## src/rtl/shift_seq_unit_pkg.sv

```systemverilog
// Shared definitions for the shift sequencer: FSM state encoding,
// shift-mode codes and shift-direction codes.
package shift_seq_unit_pkg;

    typedef enum logic [1:0] {
        ST_IDLE  = 2'd0,
        ST_SHIFT = 2'd1,
        ST_DONE  = 2'd2
    } state_t;

    localparam logic [1:0] MODE_LOG = 2'b00;
    localparam logic [1:0] MODE_ARI = 2'b01;
    localparam logic [1:0] MODE_ROT = 2'b10;

    localparam logic DIR_RIGHT = 1'b0;
    localparam logic DIR_LEFT  = 1'b1;

endpackage

```

## src/rtl/shift_seq_unit_shift_step_1b.sv

```systemverilog
// Combinational single-bit shift step used by the sequencer.
// Ports:
//   q       current register value
//   dir     0 = right (towards bit 0), 1 = left
//   mode    logical / arithmetic / rotate (code 11 behaves as logical)
//   ser_in  fill bit for logical shifts
//   q_next  value after one shift
//   out_bit bit leaving the register this step
module shift_step_1b
    import shift_seq_unit_pkg::*;
#(
    parameter int WIDTH = 8
) (
    input  logic [WIDTH-1:0] q,
    input  logic             dir,
    input  logic [1:0]       mode,
    input  logic             ser_in,
    output logic [WIDTH-1:0] q_next,
    output logic             out_bit
);

    always_comb begin
        q_next  = q;
        out_bit = q[0];
        if (dir == DIR_RIGHT) begin
            out_bit = q[0];
            case (mode)
                MODE_ARI: q_next = {q[WIDTH-1], q[WIDTH-1:1]};
                MODE_ROT: q_next = {q[0], q[WIDTH-1:1]};
                default:  q_next = {ser_in, q[WIDTH-1:1]};
            endcase
        end else begin
            out_bit = q[WIDTH-1];
            case (mode)
                MODE_ARI: q_next = {q[WIDTH-2:0], 1'b0};
                MODE_ROT: q_next = {q[WIDTH-2:0], q[WIDTH-1]};
                default:  q_next = {q[WIDTH-2:0], ser_in};
            endcase
        end
    end

endmodule

```

## src/rtl/shift_seq_unit.sv

```systemverilog
// Multi-cycle shift sequencer: parallel load, then a programmed number of
// single-bit shifts (one per clock) with a busy/done handshake.
//
// state    | meaning
// ---------+------------------------------------------------------------
// ST_IDLE  | waiting for ld/start, Q holds
// ST_SHIFT | one shift per edge, cnt counts down to the last shift
// ST_DONE  | one-cycle completion; ld/start still accepted here
//
// Ports:
//   clk, clr       clock (rising edge), async active-low reset
//   D, ld          parallel load data and request (ld beats start)
//   start, abort   begin / terminate a sequence
//   dir, mode      direction and shift mode, latched at start
//   amount         number of shifts, latched at start (0 = straight to done)
//   ser_in         fill bit for logical shifts (sampled live each shift)
//   Q, ser_out     register contents, last bit shifted out
//   busy, done     decoded from the registered state
module shift_seq_unit
    import shift_seq_unit_pkg::*;
#(
    parameter int WIDTH = 8,
    parameter int CNT_W = 4
) (
    input  logic             clk,
    input  logic             clr,
    input  logic [WIDTH-1:0] D,
    input  logic             ld,
    input  logic             start,
    input  logic             abort,
    input  logic             dir,
    input  logic [1:0]       mode,
    input  logic [CNT_W-1:0] amount,
    input  logic             ser_in,
    output logic [WIDTH-1:0] Q,
    output logic             ser_out,
    output logic             busy,
    output logic             done
);

    localparam logic [CNT_W-1:0] CNT_ONE = {{(CNT_W-1){1'b0}}, 1'b1};

    state_t           state_q;
    logic [WIDTH-1:0] q_q;
    logic             ser_out_q;
    logic [CNT_W-1:0] cnt_q;
    logic             dir_q;
    logic [1:0]       mode_q;

    logic [WIDTH-1:0] shift_q_d;
    logic             shift_out_d;

    shift_step_1b #(.WIDTH(WIDTH)) u_step (
        .q       (q_q),
        .dir     (dir_q),
        .mode    (mode_q),
        .ser_in  (ser_in),
        .q_next  (shift_q_d),
        .out_bit (shift_out_d)
    );

    always_ff @(posedge clk or negedge clr) begin
        if (!clr) begin
            state_q   <= ST_IDLE;
            q_q       <= '0;
            ser_out_q <= 1'b0;
            cnt_q     <= '0;
            dir_q     <= 1'b0;
            mode_q    <= 2'b00;
        end else begin
            case (state_q)
                ST_IDLE, ST_DONE: begin
                    if (ld) begin
                        q_q     <= D;
                        state_q <= ST_IDLE;
                    end else if (start) begin
                        dir_q  <= dir;
                        mode_q <= mode;
                        if (amount != '0) begin
                            cnt_q   <= amount;
                            state_q <= ST_SHIFT;
                        end else begin
                            state_q <= ST_DONE;
                        end
                    end else begin
                        state_q <= ST_IDLE;
                    end
                end
                ST_SHIFT: begin
                    // abort wins over the shift: nothing moves this edge
                    if (abort) begin
                        state_q <= ST_IDLE;
                    end else begin
                        q_q       <= shift_q_d;
                        ser_out_q <= shift_out_d;
                        cnt_q     <= cnt_q - CNT_ONE;
                        if (cnt_q == CNT_ONE) begin
                            state_q <= ST_DONE;
                        end
                    end
                end
                default: state_q <= ST_IDLE;
            endcase
        end
    end

    assign Q       = q_q;
    assign ser_out = ser_out_q;
    assign busy    = (state_q == ST_SHIFT);
    assign done    = (state_q == ST_DONE);

endmodule

```

## config.mk

```make
export PLATFORM = sky130hd
export DESIGN_NAME = shift_seq_unit
export DESIGN_NICKNAME = d
export VERILOG_FILES = /design/src/rtl/shift_seq_unit_pkg.sv /design/src/rtl/shift_seq_unit_shift_step_1b.sv /design/src/rtl/shift_seq_unit.sv
export SDC_FILE = /design/constraint.sdc
export NUM_CORES = 1
export LEC_CHECK = 0
export ABC_AREA = 1
export CAP_MARGIN = 25
export CELL_PAD_IN_SITES_DETAIL_PLACEMENT = 0
export CELL_PAD_IN_SITES_GLOBAL_PLACEMENT = 1
export CORE_UTILIZATION = 35
export CTS_CLUSTER_SIZE = 30
export DETAILED_ROUTE_END_ITERATION = 16
export GPL_ROUTABILITY_DRIVEN = 0
export PLACE_DENSITY_LB_ADDON = 0.2
export SLEW_MARGIN = 40
export SYNTH_ARGS = -nofsm -noshare
export SYNTH_HDL_FRONTEND = slang
export SYNTH_SLANG_ARGS = --single-unit
```

## constraint.sdc

```tcl
create_clock -name clk -period 2.2 [get_ports clk]
set_input_delay 0.66 -clock clk [delete_from_list [all_inputs] [get_ports clk]]
set_output_delay 0.66 -clock clk [all_outputs]
set_load 0.005 [all_outputs]
```

==> load_flow_metrics.sql, run 1 <==
INSERT INTO impl_metrics (metric_group, metric, value, unit) VALUES
('drt', 'detail_route.drc_violations', '0', ''),
('hold_path', 'worst_hold_path_ep', 'ser_out$_DFFE_PN0P_', ''),
('floorplanning', 'top_level_ports', '32', ''),
('cts', 'path_clk_slew', '110', 'ps'),
('cts', 'number_of_buffers_created_by_cts', '3', ''),
('global_routing', 'use_met3', '2.637', '%'),
('floorplanning', 'die_height', '58.60', 'um'),
('setup_path', 'reg2reg_to', 'Q[0]$_DFFE_PN0P_', ''),
('synth', 'syn_area_per_cell', '6.920', 'um^2'),
('cts', 'ctsResizeCount', '0', ''),
('setup_path', 'slack_of_the_worst_reg_to_reg_path', '750', 'ps'),
('cts', 'tritoncts_num_sinks', '18', ''),
('synth', 'cell_area_after_technology_mapping', '0.001121', 'mm^2'),
('timing', 'hold-worst-slack', '513.3', 'ps'),
('synth', 'synth.distinct_cells', '21', ''),
('flow_run', 'cap_viol_max_count', '0', ''),
('timing', 'timing.final.crit_period', '2040', 'ps'),
('cells_and_area', 'flow.area_growth_from_synthesis', '35.94', '%'),
('synth', 'post_synthesis_sequential_element_count', '18', ''),
('global_routing', 'grt_first_pass_wirelength', '4809', 'um'),
('setup_path', 'worst_r2r_start', 'state_q[0]$_DFFE_PN0P_', ''),
('synth', 'number_of_nets_produced_by_synthesis', '187', ''),
('hold_path', 'min_path_cells', '2', ''),
('cts', 'cts_tree', 'done', ''),
('setup_path', 'critical_path.max_fanout', '4', ''),
('cts', 'post-cts-setup-buffer-count', '0', ''),
('synth', 'synth-async-reset-ratio', '100.0', '%'),
('timing', 'slew_headroom', '73.49', '%'),
('cts', 'cts_root_buffer', 'sky130_fd_sc_hd__clkbuf_4', ''),
('timing', 'final_hold_viol_count', '0', ''),
('cts', 'cts_max_level', '1', ''),
('cts', 'post_cts_hold_buffer_count', '0', ''),
('global_routing', 'grt_start_max_net_pins', '19', ''),
('cts', 'worst_case_clock_buffer_depth', '2', ''),
('drt', 'wl_per_cell', '11.64', 'um'),
('drt', 'vias', '1101', ''),
('setup_path', 'timing.critical_path.arrival', '1380', 'ps'),
('drt', 'detail_route.iter0.violations', '42', ''),
('pwr', 'max-vdd-ir-drop', '0.3183', 'mV'),
('floorplanning', 'core-area', '0.003053', 'mm^2'),
('timing', 'total_negative_setup_slack', '0', 'ps'),
('cells_and_area', 'layout.cells.most_common', 'sky130_fd_sc_hd__nand2_1', ''),
('synth', 'synth-seq-area-share', '40.18', '%'),
('cells_and_area', 'fin_nets', '223', ''),
('synth', 'yosys_warnings', '0', ''),
('hold_path', 'min_delay_startpoint', 'ser_out$_DFFE_PN0P_', ''),
('global_routing', 'groute.layer.met1.usage', '23.30', '%'),
('floorplanning', 'placement_rows', '20', ''),
('timing', 'maxSlewViolCount', '0', ''),
('drt', 'routed_wl', '2805', 'um'),
('drt', 'first_pass_iters', '4', ''),
('status', 'outcome', 'finished, final reports clean', ''),
('synth', 'synth_ff_type', 'sky130_fd_sc_hd__dfrtp_1', ''),
('global_routing', 'grt_antenna_before_repair', '0', ''),
('timing', 'fin_worst_skew', '5.631', 'ps'),
('drt', 'antenna_left', '0', ''),
('place', 'place.port_buffers', '31', ''),
('global_routing', 'busiest_layer', 'met2', ''),
('cells_and_area', 'antennaDiodeCount', '0', ''),
('global_routing', 'groute.usage.overall', '18.77', '%'),
('global_routing', 'grtUsageMet2', '32.18', '%'),
('floorplanning', 'floorplan.initialDensity', '36.72', '%'),
('cts', 'clk_latency', '300', 'ps'),
('drt', 'vias_per_cell', '4.568', ''),
('global_routing', 'grt_pass1_vias', '1071', ''),
('setup_path', 'setup.worst_path.end_class', 'output pin', ''),
('floorplanning', 'fp.dieW', '58.60', 'um'),
('synth', 'synth_enable_flop_cells', '0', ''),
('pwr', 'power.static_leakage', '0.7546', 'nW'),
('global_routing', 'grt-ovfl-total', '0', ''),
('pwr', 'power_density_of_the_placed_cells', '914.0', 'mW/mm^2');
-- cell type report --
class | instances | area (um^2)
repair buffers | 34 | 332.8
clock buffers | 4 | 36.28
multi-input cells | 121 | 573.1
well taps | 44 | 55.05
fillers | 321 | 1529
flip-flops and latches | 18 | 450.4
inverters | 20 | 76.32
-- cells by family (layout without fill, tap and decap cells) --
| group | count (synthesis) | count (layout) | share of synthesized area [%] |
|---|---|---|---|
| flip-flops | 18 | 18 | 40.18 |
| AND/OR/NAND/NOR | 92 | 92 | 34.60 |
| AO/OA/AOI/OAI | 25 | 25 | 12.05 |
| adder cells (fa/ha/maj) | 4 | 4 | 4.464 |
| buffers and inverters | 23 | 58 | 8.705 |
-- worst max-delay path: stages (launching register included) --
cell,delay [ps]
sky130_fd_sc_hd__dfrtp_1,420
sky130_fd_sc_hd__nand2_2,110
sky130_fd_sc_hd__clkinv_2,60
sky130_fd_sc_hd__clkdlybuf4s50_1,500
-- registers in the layout (all words and copies together) (netlist names) --
register / cells
ser_out: 1
dir_q: 1
cnt_q: 4
Q: 8
mode_q: 2
state_q: 2
-- stage by stage --
stage          util [%]  cells  cell area, um^2  setup WS, ps
6_report          49.92    241             1524         160.1
5_1_grt           49.92    241             1524         103.1
4_1_cts           49.92    241             1524         157.0
3_5_place_dp      48.73    237             1488         247.4
3_3_place_gp      48.73    237             1488         339.4
2_1_floorplan         -    162             1121         783.7
-- power breakdown --
part | internal [mW] | switching (mW) | total, mW
Sequential | 0.442 | 0.107 | 0.549
Combinational | 0.310 | 0.322 | 0.632
Clock | 0.101 | 0.111 | 0.212
Total | 0.853 | 0.540 | 1.39
-- synthesized netlist by cell type (2+ instances only) --
cell                        n  area [um^2]
sky130_fd_sc_hd__nand2_1   64        240.2
sky130_fd_sc_hd__dfrtp_1   18        450.4
sky130_fd_sc_hd__inv_1     16        60.06
sky130_fd_sc_hd__o21ai_1   11        55.05
sky130_fd_sc_hd__nand3_1   10        50.05
sky130_fd_sc_hd__nor2_1    10        37.54
sky130_fd_sc_hd__o21ai_0    7        35.03
sky130_fd_sc_hd__ha_1       4        50.05
sky130_fd_sc_hd__a21oi_1    3        15.01
sky130_fd_sc_hd__nand2_2    3        18.77
sky130_fd_sc_hd__o211ai_1   3        22.52
sky130_fd_sc_hd__buf_2      2        10.01
sky130_fd_sc_hd__inv_2      2        7.510
sky130_fd_sc_hd__nand2_4    2        22.52
-- worst max path at each step --
stage | slack [ps] | to
2_1_floorplan | 780 | busy
6_report | 160 | busy
4_1_cts | 160 | busy
3_5_place_dp | 250 | cnt_q[0]$_DFFE_PN0P_
3_3_place_gp | 340 | cnt_q[3]$_DFFE_PN0P_
5_1_grt | 100 | busy
-- routing by layer --
metal / wire [um] / share of wire, %
met3: 118 / 4.2
met5: 0 / 0
met2: 1351 / 48
met1: 1292 / 46
met4: 42 / 1.5
Power figures use the tool's default switching activity.
==> inputs of run 2 (changes only) <==
--- a/config.mk
+++ b/config.mk
@@ -14,6 +14,7 @@
 export DETAILED_ROUTE_END_ITERATION = 16
 export GPL_ROUTABILITY_DRIVEN = 0
 export PLACE_DENSITY_LB_ADDON = 0.2
+export REMOVE_ABC_BUFFERS = 1
 export SLEW_MARGIN = 40
 export SYNTH_ARGS = -nofsm -noshare
 export SYNTH_HDL_FRONTEND = slang
==> run 2 against run 1 <==
Global-route usage down 0.89 points. Clock skew is 4.0 ps lower. Critical endpoint unchanged. Utilization fell by 0.20 points. Via count increased by 1.2%. Non-clock buffer count increased by 1. Sequential share of layout area grew 0.12 points. Die area is the same. Worst setup slack improved by 24 ps.
==> load_flow_metrics.sql, run 2 (synthesis gave the netlist of run 1 again) <==
INSERT INTO impl_metrics (metric_group, metric, value, unit) VALUES
('cts', 'cts_root_buffer', 'sky130_fd_sc_hd__clkbuf_4', ''),
('timing', 'min_period_over_period', '91.63', '%'),
('setup_path', 'timing_worst_setup_path_type', 'register to output pin', ''),
('global_routing', 'groute.layer.met1.usage', '22.28', '%'),
('drt', 'antenna_left', '0', ''),
('timing', 'timing.final.crit_period', '2016', 'ps'),
('global_routing', 'busiest_layer', 'met2', ''),
('floorplanning', 'placement_rows', '20', ''),
('global_routing', 'grt-ovfl-total', '0', ''),
('drt', 'detail_route.drc_violations', '0', ''),
('cells_and_area', 'instances_no_fill', '241', ''),
('timing', 'total_negative_setup_slack', '0', 'ps'),
('timing', 'rsz0062_at_grt', 'false', ''),
('cells_and_area', 'commonest_non_fill_non_tap_cells_in_the_layout', '64 x sky130_fd_sc_hd__nand2_1, 31 x sky130_fd_sc_hd__clkdlybuf4s50_1, 18 x sky130_fd_sc_hd__dfrtp_1', ''),
('global_routing', 'grtUsageMet2', '30.87', '%'),
('setup_path', 'setup.worst_path.end_class', 'output pin', ''),
('cts', 'number_of_buffers_created_by_cts', '3', ''),
('cts', 'cts_tree', 'done', ''),
('floorplanning', 'floorplan.initialDensity', '36.72', '%'),
('cells_and_area', 'final_layout_size_suffix_gt1_share', '8.629', '%'),
('timing', 'fin_worst_skew', '1.598', 'ps'),
('floorplanning', 'die_area', '0.003433', 'mm^2'),
('cells_and_area', 'largest_register_ff_count', '8', ''),
('cts', 'cts_max_level', '1', ''),
('flow_run', 'cap_viol_max_count', '0', ''),
('drt', 'wl_per_cell', '11.10', 'um'),
('pwr', 'power_density_of_the_placed_cells', '885.3', 'mW/mm^2'),
('cells_and_area', 'antennaDiodeCount', '0', ''),
('global_routing', 'grt_first_pass_wirelength', '4609', 'um'),
('cells_and_area', 'layout.filler_cells', '347', ''),
('timing', 'tightestPinTransition', '381.3', 'ps'),
('cts', 'path_clk_slew', '100', 'ps'),
('global_routing', 'groute.usage.overall', '17.88', '%'),
('setup_path', 'critPathRequiredTime', '1540', 'ps'),
('place', 'placed_cells', '238', ''),
('drt', 'vias', '1114', ''),
('drt', 'vias_per_cell', '4.622', ''),
('cells_and_area', 'flow.area_growth_from_synthesis', '35.38', '%'),
('global_routing', 'grt_antenna_before_repair', '0', ''),
('cts', 'tritoncts_num_sinks', '18', ''),
('timing', 'slew_headroom', '74.49', '%'),
('hold_path', 'hp-class', 'register to register', ''),
('status', 'outcome', 'finished, final reports clean', ''),
('cts', 'post_cts_hold_buffer_count', '0', ''),
('timing', 'maxSlewViolCount', '0', ''),
('cts', 'worst_case_clock_buffer_depth', '2', ''),
('hold_path', 'min_delay_startpoint', 'ser_out$_DFFE_PN0P_', ''),
('setup_path', 'crit_start_category', 'register', ''),
('setup_path', 'critical_path.max_fanout', '4', ''),
('pwr', 'power.static_leakage', '0.7526', 'nW'),
('place', 'dp_hpwl', '2062', 'um'),
('floorplanning', 'top_level_ports', '32', ''),
('setup_path', 'worst_r2r_start', 'state_q[0]$_DFFE_PN0P_', ''),
('cells_and_area', 'fin_nets', '224', ''),
('timing', 'final_hold_viol_count', '0', ''),
('setup_path', 'timing.critical_path.arrival', '1360', 'ps'),
('timing', 'fmax', '0.4961', 'GHz'),
('cells_and_area', 'layout.cells.most_common', 'sky130_fd_sc_hd__nand2_1', ''),
('cts', 'clk_latency', '290', 'ps'),
('drt', 'detail_route.iter0.violations', '54', ''),
('drt', 'routed_wl', '2676', 'um'),
('floorplanning', 'die_height', '58.60', 'um'),
('setup_path', 'timing.critical_path.from', 'state_q[0]$_DFFE_PN0P_', ''),
('global_routing', 'grt_pass1_vias', '1042', ''),
('floorplanning', 'fp.dieW', '58.60', 'um'),
('cts', 'ctsResizeCount', '0', ''),
('pwr', 'max-vdd-ir-drop', '0.3266', 'mV'),
('drt', 'first_pass_iters', '4', ''),
('place', 'place.port_buffers', '31', ''),
('cts', 'post-cts-setup-buffer-count', '0', ''),
('timing', 'timing.final.setup_violations', '0', ''),
('floorplanning', 'core-area', '0.003053', 'mm^2'),
('global_routing', 'grt_start_max_net_pins', '19', ''),
('global_routing', 'use_met3', '2.198', '%');
run 2: changes by cell type in the layout (fill, tap and decap cells not counted), sizes merged:
cell / change
buf: +1
clkbuf: -1
run 2: area by class of cell:
cell class / instances / area [um^2] / area share, %
clock buffer: 3 / 22.52 / 1.484
inverter: 20 / 76.32 / 5.029
multi-input combinational: 121 / 573.1 / 37.76
sequential: 18 / 450.4 / 29.68
tap: 44 / 55.05 / 3.627
timing repair buffer: 35 / 340.3 / 22.42
run 2: per-stage QoR:
step	cell area [um^2]	setup WS, ps	hold WS [ps]	util [%]	power, mW
after global routing	1518	82.92	535.7	49.71	1.478
after floorplan	1100	751.5	364.4	-	0.8935
after global placement	1495	381.6	478.2	48.98	1.183
after CTS	1518	152.7	508.7	49.71	1.367
after detailed placement	1495	356.0	481.2	48.98	1.194
final	1518	184.1	506.8	49.71	1.344
run 2: path summary, 6_finish.rpt:
check,slack (ps),endpoint,cells after the start
setup / recovery,180,busy,3
hold / removal,510,ser_out$_DFFE_PN0P_,2
setup reg to reg,740,Q[0]$_DFFE_PN0P_,7
hold reg to reg,510,ser_out$_DFFE_PN0P_,2
max in group asynchronous,1300,Q[4]$_DFFE_PN0P_,2
min in group asynchronous,700,ser_out$_DFFE_PN0P_,2
run 2: report_power, final:
group	leakage (nW)	internal (mW)	switching, mW
combinational	0.515	0.314	0.318
clock	0.0138	0.0635	0.102
sequential	0.224	0.442	0.104
total	0.753	0.819	0.524
run 2: routing by layer:
layer / share of wire [%] / vias up
met5: 0 / -
met4: 2.0 / 0
met3: 3.9 / 7
met2: 47 / 23
met1: 47 / 503
li1: - / 581
run 2: worst max-delay path, stage by stage, from the launching register on:
cell	delay (ps)
sky130_fd_sc_hd__dfrtp_1	420
sky130_fd_sc_hd__nand2_2	90
sky130_fd_sc_hd__clkinv_2	70
sky130_fd_sc_hd__clkdlybuf4s50_1	490
==> inputs of run 3 (changes only) <==
--- a/config.mk
+++ b/config.mk
@@ -15,6 +15,7 @@
 export GPL_ROUTABILITY_DRIVEN = 0
 export PLACE_DENSITY_LB_ADDON = 0.2
 export REMOVE_ABC_BUFFERS = 1
+export SKIP_CTS_REPAIR_TIMING = 1
 export SLEW_MARGIN = 40
 export SYNTH_ARGS = -nofsm -noshare
 export SYNTH_HDL_FRONTEND = slang
==> results of run 3 <==
Same layout as run 2: the final DEF is identical, and so are final timing and power.
